**src/rtl/matrix_result_streamer.sv**
```systemverilog
// Purpose: captures a 4x4 complex result matrix, rounds/saturates it, streams it row-major.
// Latency: element [0][0] is valid the cycle after capture; at least 16 cycles per matrix.
// Backpressure: out_ready=0 holds the current element; in_ready only while idle or on the final accepted beat.
module matrix_result_streamer #(
  parameter int w     = 16,
  parameter int SHIFT = 0,
  parameter int OW    = 2*w+3
) (
  input  logic                   clk,
  input  logic                   rst,
  input  logic                   in_valid,
  output logic                   in_ready,
  input  logic signed [2*w+2:0]  C_real [0:3][0:3],
  input  logic signed [2*w+2:0]  C_imag [0:3][0:3],
  output logic                   out_valid,
  input  logic                   out_ready,
  output logic signed [OW-1:0]   out_real,
  output logic signed [OW-1:0]   out_imag,
  output logic [1:0]             out_row,
  output logic [1:0]             out_col,
  output logic                   out_last,
  output logic                   out_sat,
  output logic                   busy
);

  // Input element width and the one-bit-wider working width for the rounding add.
  localparam int XW = 2*w+3;
  localparam int TW = 2*w+4;

  // Rounding constant is half an LSB of the shifted result; zero when no shift.
  localparam logic signed [TW-1:0] ONE  = TW'(1);
  localparam int                   RSH  = (SHIFT > 0) ? SHIFT - 1 : 0;
  localparam logic signed [TW-1:0] RND  = (SHIFT > 0) ? (ONE <<< RSH) : '0;

  // Saturation limits; an output at least as wide as the working width never clips.
  localparam int                   OWL  = (OW < TW) ? OW : TW;
  localparam logic signed [TW-1:0] MAXV = (ONE <<< (OWL-1)) - ONE;
  localparam logic signed [TW-1:0] MINV = -(ONE <<< (OWL-1));

  typedef enum logic {ST_IDLE, ST_STREAM} state_t;

  state_t                r_state;
  state_t                w_state_nxt;
  logic [3:0]            r_idx;
  logic [3:0]            w_idx_nxt;
  logic                  w_capture;

  logic signed [OW-1:0]  r_buf_real [16];
  logic signed [OW-1:0]  r_buf_imag [16];
  logic                  r_buf_sat  [16];

  logic [OW:0]           w_conv_real [16];
  logic [OW:0]           w_conv_imag [16];

  // Round-half-up right shift followed by clamp; returns {sat, value}.
  function automatic logic [OW:0] conv(input logic signed [XW-1:0] x);
    logic signed [TW-1:0] t;
    logic signed [OW-1:0] v;
    logic                 sat;
    t   = (TW'(x) + RND) >>> SHIFT;
    sat = 1'b0;
    if (t > MAXV) begin
      v   = OW'(MAXV);
      sat = 1'b1;
    end else if (t < MINV) begin
      v   = OW'(MINV);
      sat = 1'b1;
    end else begin
      v   = OW'(t);
    end
    return {sat, v};
  endfunction

  // Convert every element of the incoming matrix so the buffer holds final values.
  always_comb begin
    for (int k = 0; k < 16; k++) begin
      w_conv_real[k] = '0;
      w_conv_imag[k] = '0;
    end
    for (int i = 0; i < 4; i++) begin
      for (int j = 0; j < 4; j++) begin
        w_conv_real[4*i+j] = conv(C_real[i][j]);
        w_conv_imag[4*i+j] = conv(C_imag[i][j]);
      end
    end
  end

  // Next-state, next-index and the combinational in_ready.
  always_comb begin
    w_state_nxt = r_state;
    w_idx_nxt   = r_idx;
    in_ready    = 1'b0;
    case (r_state)
      ST_IDLE: begin
        in_ready = 1'b1;
        if (in_valid) begin
          w_state_nxt = ST_STREAM;
          w_idx_nxt   = 4'd0;
        end
      end
      ST_STREAM: begin
        if (out_ready) begin
          if (r_idx == 4'd15) begin
            // Final beat leaves: a waiting matrix can slide in with no bubble.
            in_ready  = 1'b1;
            w_idx_nxt = 4'd0;
            if (!in_valid) begin
              w_state_nxt = ST_IDLE;
            end
          end else begin
            w_idx_nxt = r_idx + 4'd1;
          end
        end
      end
      default: begin
        w_state_nxt = ST_IDLE;
        w_idx_nxt   = 4'd0;
      end
    endcase
    if (rst) begin
      in_ready = 1'b0;
    end
  end

  assign w_capture = in_valid & in_ready;

  // State and element index registers.
  always_ff @(posedge clk) begin
    if (rst) begin
      r_state <= ST_IDLE;
      r_idx   <= 4'd0;
    end else begin
      r_state <= w_state_nxt;
      r_idx   <= w_idx_nxt;
    end
  end

  // Matrix buffer: loaded with converted values on capture, cleared on reset.
  always_ff @(posedge clk) begin
    if (rst) begin
      for (int k = 0; k < 16; k++) begin
        r_buf_real[k] <= '0;
        r_buf_imag[k] <= '0;
        r_buf_sat[k]  <= 1'b0;
      end
    end else if (w_capture) begin
      for (int k = 0; k < 16; k++) begin
        r_buf_real[k] <= w_conv_real[k][OW-1:0];
        r_buf_imag[k] <= w_conv_imag[k][OW-1:0];
        r_buf_sat[k]  <= w_conv_real[k][OW] | w_conv_imag[k][OW];
      end
    end
  end

  // Outputs are straight reads of registered state.
  assign out_valid = (r_state == ST_STREAM);
  assign busy      = (r_state == ST_STREAM);
  assign out_real  = r_buf_real[r_idx];
  assign out_imag  = r_buf_imag[r_idx];
  assign out_sat   = r_buf_sat[r_idx];
  assign out_row   = r_idx[3:2];
  assign out_col   = r_idx[1:0];
  assign out_last  = out_valid & (r_idx == 4'd15);

endmodule

```
**config.mk**
```make
export PLATFORM = sky130hd
export DESIGN_NAME = matrix_result_streamer
export DESIGN_NICKNAME = d
export VERILOG_FILES = /design/src/rtl/matrix_result_streamer.sv
export SDC_FILE = /design/constraint.sdc
export NUM_CORES = 1
export LEC_CHECK = 0
export BUFFER_PORTS_ARGS = -buffer_cell sky130_fd_sc_hd__buf_2
export CORE_AREA = 2 2 463 465
export DETAILED_ROUTE_END_ITERATION = 6
export DIE_AREA = 0 0 465 467
export PLACE_DENSITY_LB_ADDON = 0.1
export SYNTH_ARGS = -nofsm -noshare
export SYNTH_HDL_FRONTEND = slang
export SYNTH_SLANG_ARGS = --single-unit
```
**constraint.sdc**
```tcl
create_clock -name clk -period 41.8 [get_ports clk]
set_input_delay 10.45 -clock clk [delete_from_list [all_inputs] [get_ports clk]]
set_output_delay 10.45 -clock clk [all_outputs]
set_load 0.01 [all_outputs]
```
==> metrics.txt, run 1 <==
# TYPE chip_impl_metric gauge
chip_impl_info{name="run_status",value="finished, final reports clean"} 1
chip_impl_metric{name="layout_setup_ws",unit="ns"} 20.24
chip_impl_metric{name="start_util",unit="%"} 23.8
chip_impl_metric{name="final_area",unit="um^2"} 64100
chip_impl_info{name="critPathSlowestCell",value="sky130_fd_sc_hd__buf_8"} 1
chip_impl_metric{name="hold-worst-slack",unit="ns"} 0.564
chip_impl_metric{name="number_of_hold_violations_in_the_final_report",unit=""} 0
chip_impl_metric{name="timing.setup.tns",unit="ns"} 0
chip_impl_metric{name="yosys_warnings",unit=""} 0
chip_impl_metric{name="min_delay_path_depth",unit=""} 2
chip_impl_metric{name="data_required_time_of_the_worst_path",unit="ns"} 31.35
chip_impl_info{name="layout_commonest_cell",value="sky130_fd_sc_hd__buf_2"} 1
chip_impl_info{name="setup.worst_path.class",value="in2out"} 1
chip_impl_metric{name="synth-seq-cells",unit=""} 1145
chip_impl_metric{name="die_h",unit="um"} 467
chip_impl_metric{name="depth_of_the_worst_register_to_register_path",unit=""} 9
chip_impl_info{name="hold_path.startpoint",value="r_idx[0]$_SDFFE_PP0P_"} 1
chip_impl_metric{name="ctsHtreeMaxLevel",unit=""} 4
chip_impl_metric{name="multi_input_area",unit="um^2"} 15200
chip_impl_metric{name="post_dp_cell_area",unit="um^2"} 59500
chip_impl_metric{name="postSynthCellCount",unit=""} 3017
chip_impl_metric{name="std_cell_rows",unit=""} 169
chip_impl_metric{name="yosys.area.top_type_share",unit="%"} 67.6
chip_impl_metric{name="power.internal",unit="mW"} 2.16
chip_impl_metric{name="ys_types",unit=""} 31
chip_impl_info{name="unrepaired_setup_endpoints_after_global_routing",value="no"} 1
chip_impl_metric{name="cts_hold_buffers",unit=""} 0
chip_impl_info{name="synth_top_area_cells",value="sky130_fd_sc_hd__edfxtp_1 (68%), sky130_fd_sc_hd__mux4_2 (13%), sky130_fd_sc_hd__and2_1 (7.0%)"} 1
chip_impl_metric{name="synth_seq_area_share",unit="%"} 68.0
chip_impl_info{name="min-delay-path-class",value="reg2reg"} 1
chip_impl_metric{name="syn-mean-instance-area",unit="um^2"} 16.7
chip_impl_info{name="cells_traversed_along_the_worst_timing_path",value="buf_8 -> a21oi_1 -> buf_2"} 1
chip_impl_metric{name="max_cap_viol_count",unit=""} 0
chip_impl_metric{name="max_freq",unit="MHz"} 46.4
chip_impl_metric{name="ff2ff_setup_slack",unit="ns"} 35.40
chip_impl_metric{name="ios",unit=""} 1203
chip_impl_metric{name="critical_path_buf_inv_count",unit=""} 2
chip_impl_metric{name="fin_crit_sh",unit="%"} 51.6
chip_impl_metric{name="drt_wirelength",unit="um"} 205000
chip_impl_metric{name="drt_drc_violations_left",unit=""} 0
chip_impl_metric{name="power.switching_fraction",unit="%"} 23.4
chip_impl_metric{name="area_delta_synth_final",unit="%"} 27.0
chip_impl_metric{name="finalCriticalPeriod",unit="ns"} 21.56
chip_impl_metric{name="drt_first_pass_iters",unit=""} 4
chip_impl_metric{name="post_cts_resized",unit=""} 0
chip_impl_metric{name="wire_length_of_the_first_global_routing_pass",unit="um"} 275000
chip_impl_metric{name="sequential_cell_area",unit="um^2"} 34300
chip_impl_metric{name="fp.dieArea",unit="um^2"} 217000
chip_impl_info{name="crit-reg2reg-capture",value="r_buf_real[2][14]$_SDFFCE_PN0P_"} 1
chip_impl_metric{name="netlist_area",unit="um^2"} 50400
chip_impl_metric{name="fin_total_pwr",unit="mW"} 2.82
chip_impl_metric{name="actual_slew_at_the_worst_max_slew_pin",unit="ns"} 1.16
chip_impl_metric{name="share_seq_of_total_power",unit="%"} 49.1
chip_impl_metric{name="port_bufs",unit=""} 1202
chip_impl_info{name="clock_tree_from_tritoncts",value="yes"} 1
chip_impl_metric{name="postLayoutCoreUtil",unit="%"} 30.3
chip_impl_metric{name="crit_fanout",unit=""} 73
chip_impl_metric{name="power.combinational.fraction",unit="%"} 8.1
chip_impl_metric{name="insertion_delay",unit="ns"} 0.78
chip_impl_info{name="timing.critical_path.to_type",value="output pin"} 1
chip_impl_info{name="timing.critical_path.from_type",value="input pin"} 1
chip_impl_metric{name="cts_made_buffers",unit=""} 143
chip_impl_metric{name="ir_drop",unit="V"} 0.0000379
chip_impl_metric{name="post_route_cells_drive_above_1_share",unit="%"} 43.4
chip_impl_metric{name="maxSlewViolCount",unit=""} 0
chip_impl_metric{name="slowest_delay",unit="ns"} 0.39
chip_impl_metric{name="power.switching",unit="mW"} 0.659
chip_impl_metric{name="cts_setup_buffers",unit=""} 0
chip_impl_metric{name="cts.sinks",unit=""} 1145
chip_impl_metric{name="routed-via-count",unit=""} 31800
chip_impl_metric{name="drt.antenna.violating_nets",unit=""} 0
chip_impl_metric{name="clock_tree.buffer_depth",unit=""} 3
chip_impl_info{name="layout_common_cells",value="sky130_fd_sc_hd__buf_2 (1,201), sky130_fd_sc_hd__edfxtp_1 (1,136), sky130_fd_sc_hd__and2_1 (560), sky130_fd_sc_hd__nor2b_1 (420), sky130_fd_sc_hd__mux4_2 (284)"} 1
chip_impl_metric{name="clkSlewWorstSetupHoldPaths",unit="ns"} 0.06
chip_impl_metric{name="place_hpwl",unit="um"} 150000
chip_impl_metric{name="fill_cells",unit=""} 21600
chip_impl_metric{name="post_drt_via_cell_ratio",unit=""} 4.42
chip_impl_metric{name="final_net_count",unit=""} 5332
chip_impl_metric{name="antenna_found_initial",unit=""} 300
chip_impl_metric{name="power_frac_clock",unit="%"} 42.8
chip_impl_info{name="clockRootBuffer",value="sky130_fd_sc_hd__clkbuf_16"} 1
chip_impl_metric{name="via_count_of_the_first_global_routing_pass",unit=""} 32800
chip_impl_metric{name="wl_per_cell",unit="um"} 28.6
chip_impl_metric{name="die_w",unit="um"} 465
chip_impl_metric{name="grt_overflow_total",unit=""} 0
chip_impl_info{name="synth.largest_area_cell",value="sky130_fd_sc_hd__edfxtp_1"} 1
chip_impl_metric{name="initialDrtViolationCount",unit=""} 2353
chip_impl_metric{name="crit_arrival",unit="ns"} 11.11
chip_impl_metric{name="dp_slack",unit="ns"} 20.21
chip_impl_metric{name="gp_routability_congestion",unit=""} 0.814
chip_impl_metric{name="timing.clock.skew",unit="ns"} 0.0228
chip_impl_metric{name="core_area",unit="um^2"} 212000
chip_impl_metric{name="powerDensity",unit="nW/um^2"} 44.0
chip_impl_info{name="worst_r2r_startpoint",value="r_idx[0]$_SDFFE_PP0P_"} 1
chip_impl_metric{name="combined_global_route_utilization_of_all_metal_layers",unit="%"} 18.3
chip_impl_metric{name="relative_slew_slack",unit="%"} 22.8
chip_impl_metric{name="cellLeakagePower",unit="nW"} 24.5
chip_impl_metric{name="instances_no_fill",unit=""} 7188
chip_impl_metric{name="grt_max_degree",unit=""} 215
chip_impl_metric{name="report.final.setup_viol",unit=""} 0
chip_impl_metric{name="place_inst",unit=""} 6883
chip_impl_info{name="critical_path.top_delay_family",value="buffers and inverters"} 1
[routing by layer]
| metal | global-route usage [%] | vias up | routed length (um) |
|---|---|---|---|
| li1 | - | 13700 | - |
| met1 | 22.3 | 15900 | 83000 |
| met2 | 31.3 | 1338 | 101000 |
| met5 | 0 | - | 782 |
| met4 | 4.02 | 126 | 5070 |
| met3 | 6.26 | 626 | 15600 |
[tightest hold or removal path, delay by kind of cell, from the launching register on]
| kind | cells | cell delay (ns) |
|---|---|---|
| simple gates | 1 | 0.08 |
| compound gates | 1 | 0.07 |
| flops | 1 | 0.37 |
[final cells by class]
type	instances	share of cell area [%]
clock buffers	177	5.99
clock inverters	81	0.963
flip-flops and latches	1145	53.6
multi-input cells	1663	23.7
well taps	2821	5.51
repair buffers	1252	10.1
inverters	2	0.0117
diodes	47	0.184
[how the worst max path moves through the flow]
stage                     startpoint                              to  slack (ns)  cells after the start
after detailed placement         rst                        in_ready       20.21                      3
after floorplan                  rst  r_buf_imag[0][0]$_SDFFCE_PN0P_       15.94                      4
after global placement           rst                        in_ready       20.23                      3
after CTS                        rst                        in_ready       20.21                      3
final                            rst                        in_ready       20.24                      3
after global routing             rst                        in_ready       20.17                      3
[power groups by stage]
stage | Combinational (mW) | Clock [mW] | Sequential (mW)
6_report | 0.229 | 1.20 | 1.38
3_5_place_dp | 0.235 | 0 | 1.41
4_1_cts | 0.237 | 1.24 | 1.38
5_1_grt | 0.251 | 1.28 | 1.39
2_1_floorplan | 0.127 | 0 | 1.43
3_3_place_gp | 0.235 | 0 | 1.41
[logic make-up after synthesis]
group                      after synthesis  synth area share [%]
other                                    1               0.00743
AOI/OAI and AO/OA                      153                  2.27
and+or+nand+nor                       1208                  15.0
buffers and inverters                  224                  2.05
DFF                                   1145                  68.0
adders and majority gates                1                0.0248
muxes                                  285                  12.7
[cells in the mapped netlist (all sizes together)]
cell           instances
buf                   48
or2                    1
a21boi                 1
nand4                  1
clkdlybuf4s15          1
a211oi                 1
clkbuf               173
mux4                 284
and2                 701
or3                    1
edfxtp              1136
a21oi                  6
o221ai                 1
conb                   1
a32oi                  1
nor2                   5
inv                    2
nand4b                 2
nand3                  2
nor2b                422
o21ai                  1
ha                     1
a22oi                142
nand2                 73
mux2i                  1
dfxtp                  9
[state kept, by name (all words and copies together), names as in the netlist, named ones only]
| register | cells |
|---|---|
| r_buf_real | 560 |
| busy | 1 |
| r_idx | 4 |
| r_buf_sat | 16 |
| r_buf_imag | 560 |
No activity file was read; power rests on OpenSTA's default activity.
==> inputs of run 2 (changes only) <==
--- a/config.mk
+++ b/config.mk
@@ -6,9 +6,9 @@
 export NUM_CORES = 1
 export LEC_CHECK = 0
 export BUFFER_PORTS_ARGS = -buffer_cell sky130_fd_sc_hd__buf_2
-export CORE_AREA = 2 2 463 465
+export CORE_AREA = 2 2 466 468
 export DETAILED_ROUTE_END_ITERATION = 6
-export DIE_AREA = 0 0 465 467
+export DIE_AREA = 0 0 468 470
 export PLACE_DENSITY_LB_ADDON = 0.1
 export SYNTH_ARGS = -nofsm -noshare
 export SYNTH_HDL_FRONTEND = slang
==> constraint.sdc (replaced) <==
create_clock -name clk -period 20.4 [get_ports clk]
set_input_delay 5.1 -clock clk [delete_from_list [all_inputs] [get_ports clk]]
set_output_delay 5.1 -clock clk [all_outputs]
set_load 0.01 [all_outputs]
==> metrics.txt, run 2 (synthesized netlist as in run 1, its figures left out) <==
# TYPE chip_impl_metric gauge
chip_impl_metric{name="initialDrtViolationCount",unit=""} 2350
chip_impl_info{name="layout_common_cells",value="sky130_fd_sc_hd__buf_2 (1,201), sky130_fd_sc_hd__edfxtp_1 (1,136), sky130_fd_sc_hd__and2_1 (560), sky130_fd_sc_hd__nor2b_1 (420), sky130_fd_sc_hd__mux4_2 (284)"} 1
chip_impl_metric{name="final_area",unit="um^2"} 64100
chip_impl_metric{name="report.final.setup_viol",unit=""} 0
chip_impl_metric{name="timing.clock.skew",unit="ns"} 0.0225
chip_impl_metric{name="post_dp_cell_area",unit="um^2"} 59500
chip_impl_info{name="timing.critical_path.from_type",value="input pin"} 1
chip_impl_info{name="crit-reg2reg-capture",value="r_buf_imag[14][14]$_SDFFCE_PP0P_"} 1
chip_impl_metric{name="port_bufs",unit=""} 1202
chip_impl_metric{name="wl_per_cell",unit="um"} 29.0
chip_impl_info{name="worst_r2r_startpoint",value="r_idx[1]$_SDFFE_PP0P_"} 1
chip_impl_metric{name="data_required_time_of_the_worst_path",unit="ns"} 15.30
chip_impl_metric{name="fin_crit_sh",unit="%"} 53.3
chip_impl_metric{name="std_cell_rows",unit=""} 171
chip_impl_metric{name="wire_length_of_the_first_global_routing_pass",unit="um"} 280000
chip_impl_metric{name="via_count_of_the_first_global_routing_pass",unit=""} 32800
chip_impl_metric{name="ir_drop",unit="V"} 0.0000757
chip_impl_metric{name="drt.antenna.violating_nets",unit=""} 0
chip_impl_info{name="min-delay-path-class",value="reg2reg"} 1
chip_impl_metric{name="combined_global_route_utilization_of_all_metal_layers",unit="%"} 18.6
chip_impl_metric{name="core_area",unit="um^2"} 216000
chip_impl_metric{name="fp.dieArea",unit="um^2"} 220000
chip_impl_info{name="unrepaired_setup_endpoints_after_global_routing",value="no"} 1
chip_impl_info{name="layout_commonest_cell",value="sky130_fd_sc_hd__buf_2"} 1
chip_impl_metric{name="place_inst",unit=""} 6908
chip_impl_metric{name="place_hpwl",unit="um"} 152000
chip_impl_metric{name="routed-via-count",unit=""} 32000
chip_impl_metric{name="drt_drc_violations_left",unit=""} 0
chip_impl_info{name="setup.worst_path.class",value="in2out"} 1
chip_impl_metric{name="cellLeakagePower",unit="nW"} 24.4
chip_impl_metric{name="clkSlewWorstSetupHoldPaths",unit="ns"} 0.05
chip_impl_metric{name="ff2ff_setup_slack",unit="ns"} 14.89
chip_impl_metric{name="maxSlewViolCount",unit=""} 0
chip_impl_metric{name="cts_setup_buffers",unit=""} 0
chip_impl_metric{name="hold-worst-slack",unit="ns"} 0.568
chip_impl_metric{name="dp_slack",unit="ns"} 9.51
chip_impl_metric{name="post_route_cells_drive_above_1_share",unit="%"} 43.1
chip_impl_info{name="critPathCapture",value="in_ready"} 1
chip_impl_metric{name="die_h",unit="um"} 470
chip_impl_metric{name="grt_overflow_total",unit=""} 0
chip_impl_metric{name="gp_routability_congestion",unit=""} 0.804
chip_impl_metric{name="max_freq",unit="MHz"} 92.0
chip_impl_metric{name="cts_hold_buffers",unit=""} 0
chip_impl_info{name="timing.critical_path.to_type",value="output pin"} 1
chip_impl_metric{name="finalCriticalPeriod",unit="ns"} 10.87
chip_impl_info{name="reg_top3",value="r_buf_imag (560), r_buf_real (560), r_buf_sat (16)"} 1
chip_impl_metric{name="insertion_delay",unit="ns"} 0.78
chip_impl_metric{name="start_util",unit="%"} 23.4
chip_impl_metric{name="layout_setup_ws",unit="ns"} 9.53
chip_impl_metric{name="timing.setup.tns",unit="ns"} 0
chip_impl_metric{name="crit_arrival",unit="ns"} 5.77
chip_impl_metric{name="grt_max_degree",unit=""} 176
chip_impl_metric{name="ios",unit=""} 1203
chip_impl_metric{name="cts.sinks",unit=""} 1145
chip_impl_metric{name="powerDensity",unit="nW/um^2"} 90.0
chip_impl_metric{name="postLayoutCoreUtil",unit="%"} 29.7
chip_impl_metric{name="max_cap_viol_count",unit=""} 0
chip_impl_metric{name="depth_of_the_worst_register_to_register_path",unit=""} 8
chip_impl_metric{name="cts_made_buffers",unit=""} 147
chip_impl_metric{name="antenna_found_initial",unit=""} 279
chip_impl_info{name="clockRootBuffer",value="sky130_fd_sc_hd__clkbuf_16"} 1
chip_impl_metric{name="area_delta_synth_final",unit="%"} 27.1
chip_impl_metric{name="post_cts_resized",unit=""} 0
chip_impl_metric{name="relative_slew_slack",unit="%"} 20.8
chip_impl_metric{name="actual_slew_at_the_worst_max_slew_pin",unit="ns"} 1.19
chip_impl_metric{name="number_of_hold_violations_in_the_final_report",unit=""} 0
chip_impl_metric{name="final_net_count",unit=""} 5328
chip_impl_metric{name="instances_no_fill",unit=""} 7222
chip_impl_info{name="critical_path.startpoint",value="rst"} 1
chip_impl_metric{name="fin_total_pwr",unit="mW"} 5.77
chip_impl_metric{name="die_w",unit="um"} 468
chip_impl_metric{name="crit_fanout",unit=""} 70
chip_impl_info{name="run_status",value="finished, final reports clean"} 1
chip_impl_metric{name="drt_wirelength",unit="um"} 209000
chip_impl_metric{name="post_drt_via_cell_ratio",unit=""} 4.43
chip_impl_metric{name="ctsHtreeMaxLevel",unit=""} 4
chip_impl_metric{name="drt_first_pass_iters",unit=""} 7
chip_impl_info{name="clock_tree_from_tritoncts",value="yes"} 1
chip_impl_metric{name="clock_tree.buffer_depth",unit=""} 3
==> run 2: changes by cell type in the layout (fill, tap and decap cells not counted) <==
cell / before / now
sky130_fd_sc_hd__clkbuf_1: 28 / 54
sky130_fd_sc_hd__buf_4: 47 / 34
sky130_fd_sc_hd__clkinv_1: 39 / 21
sky130_fd_sc_hd__clkinv_8: 3 / 4
sky130_fd_sc_hd__inv_16: 3 / 0
sky130_fd_sc_hd__inv_6: 1 / 3
sky130_fd_sc_hd__diode_2: 47 / 59
sky130_fd_sc_hd__bufinv_16: 6 / 5
sky130_fd_sc_hd__clkinv_2: 27 / 13
sky130_fd_sc_hd__buf_12: 3 / 8
sky130_fd_sc_hd__clkbuf_8: 0 / 2
sky130_fd_sc_hd__clkinv_4: 0 / 1
sky130_fd_sc_hd__clkinv_16: 1 / 2
==> run 2: area by class of cell <==
class	instances	area, um^2
Clock inverter	50	462
Sequential cell	1145	34300
Inverter	2	7.51
Timing Repair Buffer	1244	6440
Antenna cell	59	148
Tap cell	2854	3570
Clock buffer	205	3960
Multi-Input combinational cell	1663	15200
Fill cell	22100	152000
==> run 2: layer usage <==
metal  vias up  wire length (um)  part of all wire, %  global-route usage, %
li1      13700                 -                    -                      -
met4       100              5040                  2.4                   3.36
met3       596             14400                  6.9                   5.23
met1     16200             85700                   41                   23.1
met5         -               612                 0.29                      0
met2      1365            104000                   50                   32.1
==> run 2: how the worst min path moves through the flow <==
stage / end / cells past startpoint / start / slack [ns]
6_report: register / 2 / r_idx[0]$_SDFFE_PP0P_ / 0.57
5_1_grt: register / 2 / r_idx[0]$_SDFFE_PP0P_ / 0.60
4_1_cts: register / 2 / r_idx[0]$_SDFFE_PP0P_ / 0.56
3_5_place_dp: register / 2 / r_idx[0]$_SDFFE_PP0P_ / 0.55
3_3_place_gp: register / 2 / r_idx[0]$_SDFFE_PP0P_ / 0.57
2_1_floorplan: register / 2 / r_idx[0]$_SDFFE_PP0P_ / 0.54
==> run 2: critical path, cell delays in order <==
cell                      delay [ns]
sky130_fd_sc_hd__buf_8          0.42
sky130_fd_sc_hd__a21oi_1        0.07
sky130_fd_sc_hd__buf_2          0.17
==> run 2: power breakdown <==
part	total (mW)	switching, mW	internal (mW)
sequential	2.83	0.0536	2.78
clock	2.46	1.05	1.41
combinational	0.474	0.246	0.228
total	5.77	1.35	4.42
==> inputs of run 3 (changes only) <==
--- a/config.mk
+++ b/config.mk
@@ -5,10 +5,11 @@
 export SDC_FILE = /design/constraint.sdc
 export NUM_CORES = 1
 export LEC_CHECK = 0
+export ABC_AREA = 1
 export BUFFER_PORTS_ARGS = -buffer_cell sky130_fd_sc_hd__buf_2
-export CORE_AREA = 2 2 466 468
+export CORE_AREA = 2 2 473 475
 export DETAILED_ROUTE_END_ITERATION = 6
-export DIE_AREA = 0 0 468 470
+export DIE_AREA = 0 0 475 477
 export PLACE_DENSITY_LB_ADDON = 0.1
 export SYNTH_ARGS = -nofsm -noshare
 export SYNTH_HDL_FRONTEND = slang
==> constraint.sdc (replaced) <==
create_clock -name clk -period 9.1 [get_ports clk]
set_input_delay 2.275 -clock clk [delete_from_list [all_inputs] [get_ports clk]]
set_output_delay 2.275 -clock clk [all_outputs]
set_load 0.01 [all_outputs]
==> metrics.txt, run 3 <==
# TYPE chip_impl_metric gauge
chip_impl_metric{name="die_w",unit="um"} 475
chip_impl_metric{name="core_area",unit="um^2"} 221000
chip_impl_metric{name="report.final.setup_viol",unit=""} 0
chip_impl_metric{name="place_hpwl",unit="um"} 171000
chip_impl_metric{name="crit_arrival",unit="ns"} 4.35
chip_impl_metric{name="fp.dieArea",unit="um^2"} 227000
chip_impl_info{name="most_frequent_cell_on_the_critical_path",value="sky130_fd_sc_hd__nand2_1"} 1
chip_impl_metric{name="max_freq",unit="MHz"} 151
chip_impl_metric{name="grt_overflow_total",unit=""} 0
chip_impl_metric{name="data_required_time_of_the_worst_path",unit="ns"} 6.83
chip_impl_metric{name="finalCriticalPeriod",unit="ns"} 6.63
chip_impl_info{name="cells_traversed_along_the_worst_timing_path",value="buf_4 -> buf_4 -> nand2_1 -> nand2_1 -> nand2_1 -> nand3_1 -> nand3_1 -> nand2_1 -> buf_2"} 1
chip_impl_metric{name="yosys_warnings",unit=""} 0
chip_impl_metric{name="netlist_area",unit="um^2"} 57600
chip_impl_info{name="worst_r2r_startpoint",value="r_idx[0]$_SDFFE_PP0P_"} 1
chip_impl_metric{name="crit_fanout",unit=""} 62
chip_impl_metric{name="std_cell_rows",unit=""} 173
chip_impl_metric{name="final_net_count",unit=""} 9158
chip_impl_metric{name="cellLeakagePower",unit="nW"} 36.5
chip_impl_info{name="synth.top_cells.by_count",value="sky130_fd_sc_hd__inv_1 (1,977), sky130_fd_sc_hd__nand2_1 (1,501), sky130_fd_sc_hd__edfxtp_1 (1,136)"} 1
chip_impl_info{name="critPathSlowestCell",value="sky130_fd_sc_hd__dfxtp_4"} 1
chip_impl_metric{name="ctsHtreeMaxLevel",unit=""} 4
chip_impl_metric{name="start_util",unit="%"} 26.0
chip_impl_metric{name="port_bufs",unit=""} 1202
chip_impl_metric{name="depth_of_the_worst_register_to_register_path",unit=""} 6
chip_impl_info{name="synth_top_area_cells",value="sky130_fd_sc_hd__edfxtp_1 (59%), sky130_fd_sc_hd__inv_1 (13%), sky130_fd_sc_hd__nand2_1 (9.8%)"} 1
chip_impl_metric{name="ys_async_sr_fraction",unit="%"} 0
chip_impl_metric{name="actual_slew_at_the_worst_max_slew_pin",unit="ns"} 1.09
chip_impl_metric{name="drt_first_pass_iters",unit=""} 5
chip_impl_metric{name="timing.clock.skew",unit="ns"} 0.0372
chip_impl_metric{name="yosys.area.top_type_share",unit="%"} 59.2
chip_impl_metric{name="slowest_delay",unit="ns"} 0.81
chip_impl_metric{name="post_route_cells_drive_above_1_share",unit="%"} 17.8
chip_impl_info{name="crit-reg2reg-capture",value="r_buf_real[15][5]$_SDFFCE_PP0P_"} 1
chip_impl_info{name="layout_common_cells",value="sky130_fd_sc_hd__inv_1 (1,977), sky130_fd_sc_hd__nand2_1 (1,500), sky130_fd_sc_hd__buf_2 (1,201), sky130_fd_sc_hd__edfxtp_1 (1,136), sky130_fd_sc_hd__nor2_1 (1,122)"} 1
chip_impl_metric{name="antenna_found_initial",unit=""} 57
chip_impl_info{name="synthFlopType",value="sky130_fd_sc_hd__edfxtp_1"} 1
chip_impl_info{name="clockRootBuffer",value="sky130_fd_sc_hd__clkbuf_16"} 1
chip_impl_info{name="layout_commonest_cell",value="sky130_fd_sc_hd__inv_1"} 1
chip_impl_metric{name="critical_path_cell_count",unit=""} 9
chip_impl_metric{name="die_h",unit="um"} 477
chip_impl_metric{name="drt.antenna.violating_nets",unit=""} 0
chip_impl_info{name="reg_top3",value="r_buf_imag (560), r_buf_real (560), r_buf_sat (16)"} 1
chip_impl_metric{name="ir_drop",unit="V"} 0.000109
chip_impl_metric{name="fin_total_pwr",unit="mW"} 13.6
chip_impl_metric{name="synth_enable_flop_cells",unit=""} 1136
chip_impl_metric{name="ios",unit=""} 1203
chip_impl_info{name="timing.critical_path.to_type",value="output pin"} 1
chip_impl_info{name="leading_cell_type_by_number_of_instances_after_synthesis",value="sky130_fd_sc_hd__inv_1"} 1
chip_impl_metric{name="routed-via-count",unit=""} 47600
chip_impl_metric{name="postSynthCellCount",unit=""} 6976
chip_impl_info{name="min-delay-path-class",value="reg2reg"} 1
chip_impl_metric{name="insertion_delay",unit="ns"} 0.80
chip_impl_metric{name="post_drt_via_cell_ratio",unit=""} 4.27
chip_impl_metric{name="cts.sinks",unit=""} 1145
chip_impl_metric{name="area_delta_synth_final",unit="%"} 23.0
chip_impl_metric{name="post_cts_resized",unit=""} 0
chip_impl_metric{name="drt_wirelength",unit="um"} 244000
chip_impl_metric{name="gp_routability_congestion",unit=""} 0.870
chip_impl_metric{name="grt_max_degree",unit=""} 176
chip_impl_metric{name="via_count_of_the_first_global_routing_pass",unit=""} 46700
chip_impl_info{name="clock_tree_from_tritoncts",value="yes"} 1
chip_impl_metric{name="number_of_hold_violations_in_the_final_report",unit=""} 0
chip_impl_info{name="critical_path.top_delay_family",value="buffers and inverters"} 1
chip_impl_info{name="setup.worst_path.class",value="reg2out"} 1
chip_impl_metric{name="relative_slew_slack",unit="%"} 27.5
chip_impl_metric{name="clock_tree.buffer_depth",unit=""} 3
chip_impl_info{name="unrepaired_setup_endpoints_after_global_routing",value="no"} 1
chip_impl_info{name="synth.largest_area_cell",value="sky130_fd_sc_hd__edfxtp_1"} 1
chip_impl_metric{name="cts_made_buffers",unit=""} 146
chip_impl_metric{name="ys_types",unit=""} 21
chip_impl_metric{name="syn-mean-instance-area",unit="um^2"} 8.26
chip_impl_metric{name="fin_crit_sh",unit="%"} 72.8
chip_impl_metric{name="combined_global_route_utilization_of_all_metal_layers",unit="%"} 20.9
chip_impl_metric{name="synth-seq-cells",unit=""} 1145
chip_impl_metric{name="drt_drc_violations_left",unit=""} 0
chip_impl_info{name="critPathCapture",value="out_imag[7]"} 1
chip_impl_metric{name="critical_path_buf_inv_count",unit=""} 3
chip_impl_metric{name="initialDrtViolationCount",unit=""} 3872
chip_impl_metric{name="clkSlewWorstSetupHoldPaths",unit="ns"} 0.06
chip_impl_metric{name="ff2ff_setup_slack",unit="ns"} 5.10
chip_impl_metric{name="wl_per_cell",unit="um"} 21.9
chip_impl_metric{name="timing.setup.tns",unit="ns"} 0
chip_impl_metric{name="synth_seq_area_share",unit="%"} 59.5
chip_impl_metric{name="cts_hold_buffers",unit=""} 0
chip_impl_info{name="timing.critical_path.from_type",value="register"} 1
chip_impl_metric{name="powerDensity",unit="nW/um^2"} 192
chip_impl_info{name="run_status",value="finished, final reports clean"} 1
chip_impl_metric{name="cts_setup_buffers",unit=""} 0
chip_impl_metric{name="max_cap_viol_count",unit=""} 0
chip_impl_metric{name="wire_length_of_the_first_global_routing_pass",unit="um"} 340000
chip_impl_metric{name="maxSlewViolCount",unit=""} 0
run 3: cell count changes after synthesis, moves of 37 or more:
| cell | previous run | this run |
|---|---|---|
| sky130_fd_sc_hd__mux4_2 | 284 | 0 |
| sky130_fd_sc_hd__nand2_1 | 73 | 1501 |
| sky130_fd_sc_hd__nor2b_1 | 422 | 0 |
| sky130_fd_sc_hd__clkbuf_2 | 69 | 0 |
| sky130_fd_sc_hd__a22oi_1 | 142 | 0 |
| sky130_fd_sc_hd__inv_1 | 2 | 1977 |
| sky130_fd_sc_hd__buf_2 | 34 | 168 |
| sky130_fd_sc_hd__nand3_1 | 2 | 854 |
| sky130_fd_sc_hd__and2_2 | 140 | 0 |
| sky130_fd_sc_hd__and2_1 | 561 | 0 |
| sky130_fd_sc_hd__buf_1 | 6 | 43 |
| sky130_fd_sc_hd__nor2_1 | 5 | 1122 |
run 3: area by class of cell:
cell class              instances  area [um^2]
well taps                    2975         3720
fillers                     24100       151000
clock buffers                 184         3840
repair buffers               1253         6620
diodes                         20         50.0
clock inverters                64          568
multi-input cells            3506        14300
flip-flops and latches       1145        34300
inverters                    1981         7460
run 3: kinds of logic after synthesis:
family,share of synthesized area (%)
buffers and inverters,15.8
flip-flops,59.5
AO/OA/AOI/OAI,0.0847
other,0.00651
adder cells (fa/ha/maj),0.0217
XOR/XNOR,0.0152
AND/OR/NAND/NOR,24.5
run 3: worst min-delay path by stage:
stage                                     start       end  slack (ns)  depth (start not counted)
after floorplan           r_idx[0]$_SDFFE_PP0P_  register        0.52                          2
after detailed placement  r_idx[1]$_SDFFE_PP0P_  register        0.52                          2
after global routing      r_idx[1]$_SDFFE_PP0P_  register        0.58                          2
after global placement    r_idx[1]$_SDFFE_PP0P_  register        0.52                          2
final                     r_idx[1]$_SDFFE_PP0P_  register        0.53                          2
after CTS                 r_idx[1]$_SDFFE_PP0P_  register        0.53                          2
run 3: layer usage:
metal | global-route usage [%] | share of wire, %
met2 | 31.5 | 44
met5 | 0 | 0.041
met4 | 7.14 | 3.2
met1 | 30.2 | 47
met3 | 3.34 | 5.8
run 3: power breakdown:
group / switching [mW] / internal [mW] / total, mW
clock: 2.35 / 3.24 / 5.59
combinational: 1.12 / 0.513 / 1.63
sequential: 0.113 / 6.24 / 6.35
run 3: through the flow:
| step | worst slack, ns | utilization (%) | std cells | instance area (um^2) | hold slack (ns) |
|---|---|---|---|---|---|
| after CTS | 2.31 | 32.0 | 11100 | 70800 | 0.533 |
| after floorplan | 1.11 | - | 6991 | 57700 | 0.524 |
| after global placement | 3.16 | 30.0 | 10900 | 66400 | 0.520 |
| after detailed placement | 3.17 | 30.0 | 10900 | 66400 | 0.523 |
| after global routing | 2.15 | 32.0 | 11100 | 70800 | 0.578 |
| final | 2.47 | 32.0 | 11100 | 70900 | 0.532 |
run 3: tightest hold or removal path, stage by stage (launching register included):
cell and delay, ns:
sky130_fd_sc_hd__dfxtp_1 0.34, sky130_fd_sc_hd__nand2_1 0.07, sky130_fd_sc_hd__a21oi_1 0.07
